===== src/rtl/truck_hit_detect.sv =====
// Player/truck collision detector: accumulates touched player quadrants over a frame,
// reports them with a one-cycle pulse at the next frame start, then ignores hits for a holdoff period.
module truck_hit_detect #(
    parameter int PLAYER_WIDTH   = 32,
    parameter int PLAYER_HEIGHT  = 64,
    parameter int HOLDOFF_FRAMES = 30
) (
    input  logic        clk,
    input  logic        resetN,
    input  logic        startOfFrame,
    input  logic        drawing_request_player,
    input  logic        drawing_request_truck,
    input  logic [10:0] player_offsetX,
    input  logic [10:0] player_offsetY,
    input  logic        penalty_mode,
    input  logic        restart_enable,
    output logic        player_truck_hitPulse,
    output logic [3:0]  HitEdgeCode,
    output logic [7:0]  hit_count
);

    localparam int CNT_W = (HOLDOFF_FRAMES < 1) ? 1 : $clog2(HOLDOFF_FRAMES + 1);
    localparam logic [10:0]      HALF_W       = 11'(PLAYER_WIDTH / 2);
    localparam logic [10:0]      HALF_H       = 11'(PLAYER_HEIGHT / 2);
    localparam logic [CNT_W-1:0] HOLDOFF_LOAD = CNT_W'(HOLDOFF_FRAMES);
    localparam logic [CNT_W-1:0] CNT_ONE      = CNT_W'(1);

    typedef enum logic [1:0] {
        IDLE,
        REPORT,
        HOLDOFF
    } state_t;

    state_t           state;
    logic [3:0]       acc;
    logic [CNT_W-1:0] holdoff_cnt;
    logic             collision;
    logic             is_top;
    logic             is_left;
    logic [3:0]       quad_bit;

    // Quadrant bit of the current pixel; zero when this pixel is not a counted collision.
    always_comb begin
        collision = drawing_request_player & drawing_request_truck & ~penalty_mode;
        is_top    = (player_offsetY < HALF_H);
        is_left   = (player_offsetX < HALF_W);
        quad_bit  = 4'b0000;
        if (collision) begin
            case ({is_top, is_left})
                2'b11:   quad_bit = 4'b1000;
                2'b10:   quad_bit = 4'b0100;
                2'b01:   quad_bit = 4'b0010;
                default: quad_bit = 4'b0001;
            endcase
        end
    end

    always_ff @(posedge clk) begin
        if (resetN) begin
            state                 <= IDLE;
            acc                   <= 4'b0000;
            HitEdgeCode           <= 4'b0000;
            hit_count             <= 8'd0;
            holdoff_cnt           <= '0;
            player_truck_hitPulse <= 1'b0;
        end else if (restart_enable) begin
            state                 <= IDLE;
            acc                   <= 4'b0000;
            HitEdgeCode           <= 4'b0000;
            hit_count             <= 8'd0;
            holdoff_cnt           <= '0;
            player_truck_hitPulse <= 1'b0;
        end else begin
            player_truck_hitPulse <= 1'b0;
            // A pixel coincident with startOfFrame belongs to the new frame.
            if (startOfFrame)
                acc <= quad_bit;
            else
                acc <= acc | quad_bit;

            case (state)
                IDLE: begin
                    if (startOfFrame && (acc != 4'b0000)) begin
                        HitEdgeCode           <= acc;
                        player_truck_hitPulse <= 1'b1;
                        state                 <= REPORT;
                    end
                end
                REPORT: begin
                    if (hit_count != 8'hFF)
                        hit_count <= hit_count + 8'd1;
                    holdoff_cnt <= HOLDOFF_LOAD;
                    state       <= (HOLDOFF_FRAMES == 0) ? IDLE : HOLDOFF;
                end
                HOLDOFF: begin
                    if (startOfFrame) begin
                        if (holdoff_cnt <= CNT_ONE) begin
                            holdoff_cnt <= '0;
                            state       <= IDLE;
                        end else begin
                            holdoff_cnt <= holdoff_cnt - CNT_ONE;
                        end
                    end
                end
                default: state <= IDLE;
            endcase
        end
    end

endmodule


===== config.mk =====
export PLATFORM = sky130hd
export DESIGN_NAME = truck_hit_detect
export DESIGN_NICKNAME = d
export VERILOG_FILES = /design/src/rtl/truck_hit_detect.sv
export SDC_FILE = /design/constraint.sdc
export NUM_CORES = 1
export LEC_CHECK = 0
export BUFFER_PORTS_ARGS = -buffer_cell sky130_fd_sc_hd__buf_2
export CORE_MARGIN = 2
export CORE_UTILIZATION = 35
export DETAILED_ROUTE_END_ITERATION = 12
export HOLD_SLACK_MARGIN = 0.03
export MAX_ROUTING_LAYER = met4
export SYNTH_ARGS = -nofsm -noshare
export SYNTH_HDL_FRONTEND = slang
export SYNTH_SLANG_ARGS = --single-unit

===== constraint.sdc =====
create_clock -name clk -period 3.98 [get_ports clk]
set_clock_uncertainty 0.05 [all_clocks]
set_input_delay 0.995 -clock clk [delete_from_list [all_inputs] [get_ports clk]]
set_output_delay 0.995 -clock clk [all_outputs]
set_load 0.005 [all_outputs]

==> flow_metrics.tcl <==
set metrics [dict create \
    r2r-end "holdoff_cnt[2]" \
    hold_viol 0 \
    cts_tree "built" \
    clockBufferDepth 2 \
    grt_start_max_net_pins 18 \
    numCtsBuffers 3 \
    grt_setup_unrepaired "no" \
    dp_hpwl_microns 1810 \
    hp-start "HitEdgeCode[3]" \
    viasPerCell 5.02 \
    synth_area_per_cell_sq_um 8.75 \
    crit_fanout 6 \
    cp.arrival_ps 910 \
    cts_resized 0 \
    clk_pin_slew_ps 130 \
    die_h_microns 60.8 \
    syn-instance-count 129 \
    antennaDiodeCount 0 \
    first_pass_iters 4 \
    min_to "HitEdgeCode[3]" \
    antenna_found_initial 0 \
    grt_pass1_wl_microns 3830 \
    ant_nets 0 \
    syn-cell-area_sq_um 1130 \
    area_growth_pct 22.9 \
    via_count 1040 \
    setup.worst_path.class "flop to output pin" \
    status "finished, final reports clean" \
    crit_buf_inv 1 \
    relSlewSlack_pct 55.6 \
    io_buffers 32 \
    p_total_w 0.000434 \
    r2r_slack_ps 2390 \
    power.density_nw_per_um2 313 \
    finalSetupTns_ps 0 \
    htreeDepth 1 \
    post_cts_buffers 0 \
    async_flop_share_pct 0 \
    wirelength_microns 2300 \
    track_usage_pct 14.0 \
    ys_warn_count 0 \
    grt_pass1_vias 958 \
    synth_flop_cell "dfxtp_1" \
    finalCoreUtilization_pct 45.5 \
    crit_required_ps 2930 \
    core_area_sq_um 3050 \
    reg2reg_depth 6 \
    critPathSlowestCell "dfxtp_1" \
    pin_count 42 \
    rows 20 \
    drc 0 \
    start_util_pct 37.0 \
    r2r_start "holdoff_cnt[1]" \
    cts_root_buffer "clkbuf_4" \
    endpoint_kind "output pin" \
    syn_nets 161 \
    crit_chain "buf_2" \
    min_period_ps 1960 \
    cp_top_family "flip-flops" \
    ys_seq_area_share_pct 42.6 \
    drv_cap 0 \
    clock.fmax_mhz 511 \
    tightestPinTransition_ps 666 \
    drive_gt1_share_pct 28.2 \
    drt-initial-drc-count 40 \
    die-area_sq_um 3690 \
    setup_viol 0 \
    ys_ff_latch 24 \
    leakagePower_nw 0.546 \
    slew_viol_final 0 \
    avgRoutedWirePerCell_microns 11.1 \
    peakVddDrop_uv 135 \
    synth-edff-count 0 \
    whs_path_depth 2 \
    clock_latency_ps 310 \
    worstSetupStartpointType "flop" \
    die_w_microns 60.8 \
    gp_congestion 0.742 \
    slowest_delay_ps 450 \
    fin_crit_sh_pct 49.2 \
    cts-hold-fix-buffers 0 \
    gr-total-overflow 0 \
    cts_sinks 24 \
    synth_cell_types 42 \
    hold_path.class "flop to flop" \
    nNetsFinal 196 \
]
[worst max path at each step]
stage                             from      endpoint  slack [ps]  cells after the start
final                     hit_count[2]  hit_count[2]        2020                      1
after global routing      hit_count[2]  hit_count[2]        1960                      1
after CTS                 hit_count[5]  hit_count[5]        2020                      1
after detailed placement        resetN        acc[3]        1710                      5
after global placement          resetN        acc[3]        1720                      5
after floorplan                 resetN        acc[3]        2090                      5
[stage by stage]
stage                     area [sq um]  setup slack [ps]  hold WS, ps  std cells
final                             1390              2020          414        207
after global routing              1390              1960          454        207
after CTS                         1390              2020          421        207
after detailed placement          1340              1710          402        203
after global placement            1340              1720          396        203
after floorplan                   1130              2090          399        129
[final cells by class]
cell class                      instances  area, sq um
Timing Repair Buffer                   32          160
Sequential cell                        24          480
Inverter                                6         22.5
Clock buffer                            3         22.5
Tap cell                               44         55.1
Multi-Input combinational cell         97          617
Clock inverter                          1         30.0
Fill cell                             323         1670
[routing by layer]
layer | vias to the layer above | track usage, % | part of all wire, %
met5 | - | - | 0
met4 | 0 | 2.80 | 0
met3 | 0 | 3.20 | 5.3
met2 | 32 | 24.1 | 48
met1 | 473 | 16.7 | 47
li1 | 535 | - | -
[power by group]
| group | switching, W | internal [W] |
|---|---|---|
| clock network | 0.0000703 | 0.000102 |
| registers | 0.000000461 | 0.000241 |
| logic | 0.0000110 | 0.00000951 |
[flip-flops by register name, summed over array words and instances, names as in the netlist]
| signal | flops |
|---|---|
| hit_count | 8 |
| holdoff_cnt | 5 |
| HitEdgeCode | 4 |
| acc | 4 |
| state | 2 |
| player_truck_hitPulse | 1 |
[kinds of logic after synthesis]
group | Yosys count | share of synthesized area [%]
compound gates | 27 | 16.7
simple gates | 62 | 30.4
xor+xnor | 2 | 1.55
mux | 3 | 2.66
fa+ha+maj | 3 | 3.33
buf+inv | 8 | 2.77
flops | 24 | 42.6
[worst register-to-register path, stage by stage, from the launching register on]
cell and delay [ps]:
dfxtp_1 420, inv_1 90, ha_1 180, o21ba_1 240
nor4_2 70, or3_1 360, a21oi_1 130
[cells in the mapped netlist (2+ instances only)]
| master | n | share of area (%) |
|---|---|---|
| a211oi_1 | 2 | 1.3 |
| a21oi_1 | 8 | 3.5 |
| dfxtp_1 | 24 | 43 |
| ha_1 | 3 | 3.3 |
| inv_1 | 5 | 1.7 |
| mux2i_1 | 3 | 2.7 |
| nand2_1 | 19 | 6.3 |
| nand3_1 | 6 | 2.7 |
| nand4_1 | 2 | 1.1 |
| nor2_1 | 15 | 5.0 |
| nor3_1 | 2 | 0.89 |
| nor4_1 | 2 | 1.1 |
| nor4_2 | 3 | 3.3 |
| o21ai_1 | 6 | 2.7 |
| or3_1 | 2 | 1.1 |
[placed cells by master (no fill, tap or decap), drive strengths merged, types with 2 or more instances in the layout]
master / netlist / layout
o41ai: 2 / 2
mux2i: 3 / 3
inv: 6 / 6
nand4: 2 / 2
o21ai: 7 / 7
nor4: 5 / 5
nand3: 6 / 6
nand2: 19 / 19
buf: 1 / 32
a211oi: 2 / 2
dfxtp: 24 / 24
or3: 2 / 2
ha: 3 / 3
a21oi: 8 / 8
nor3: 4 / 4
clkbuf: 1 / 3
nor2: 15 / 15
Power figures use the tool's default switching activity.
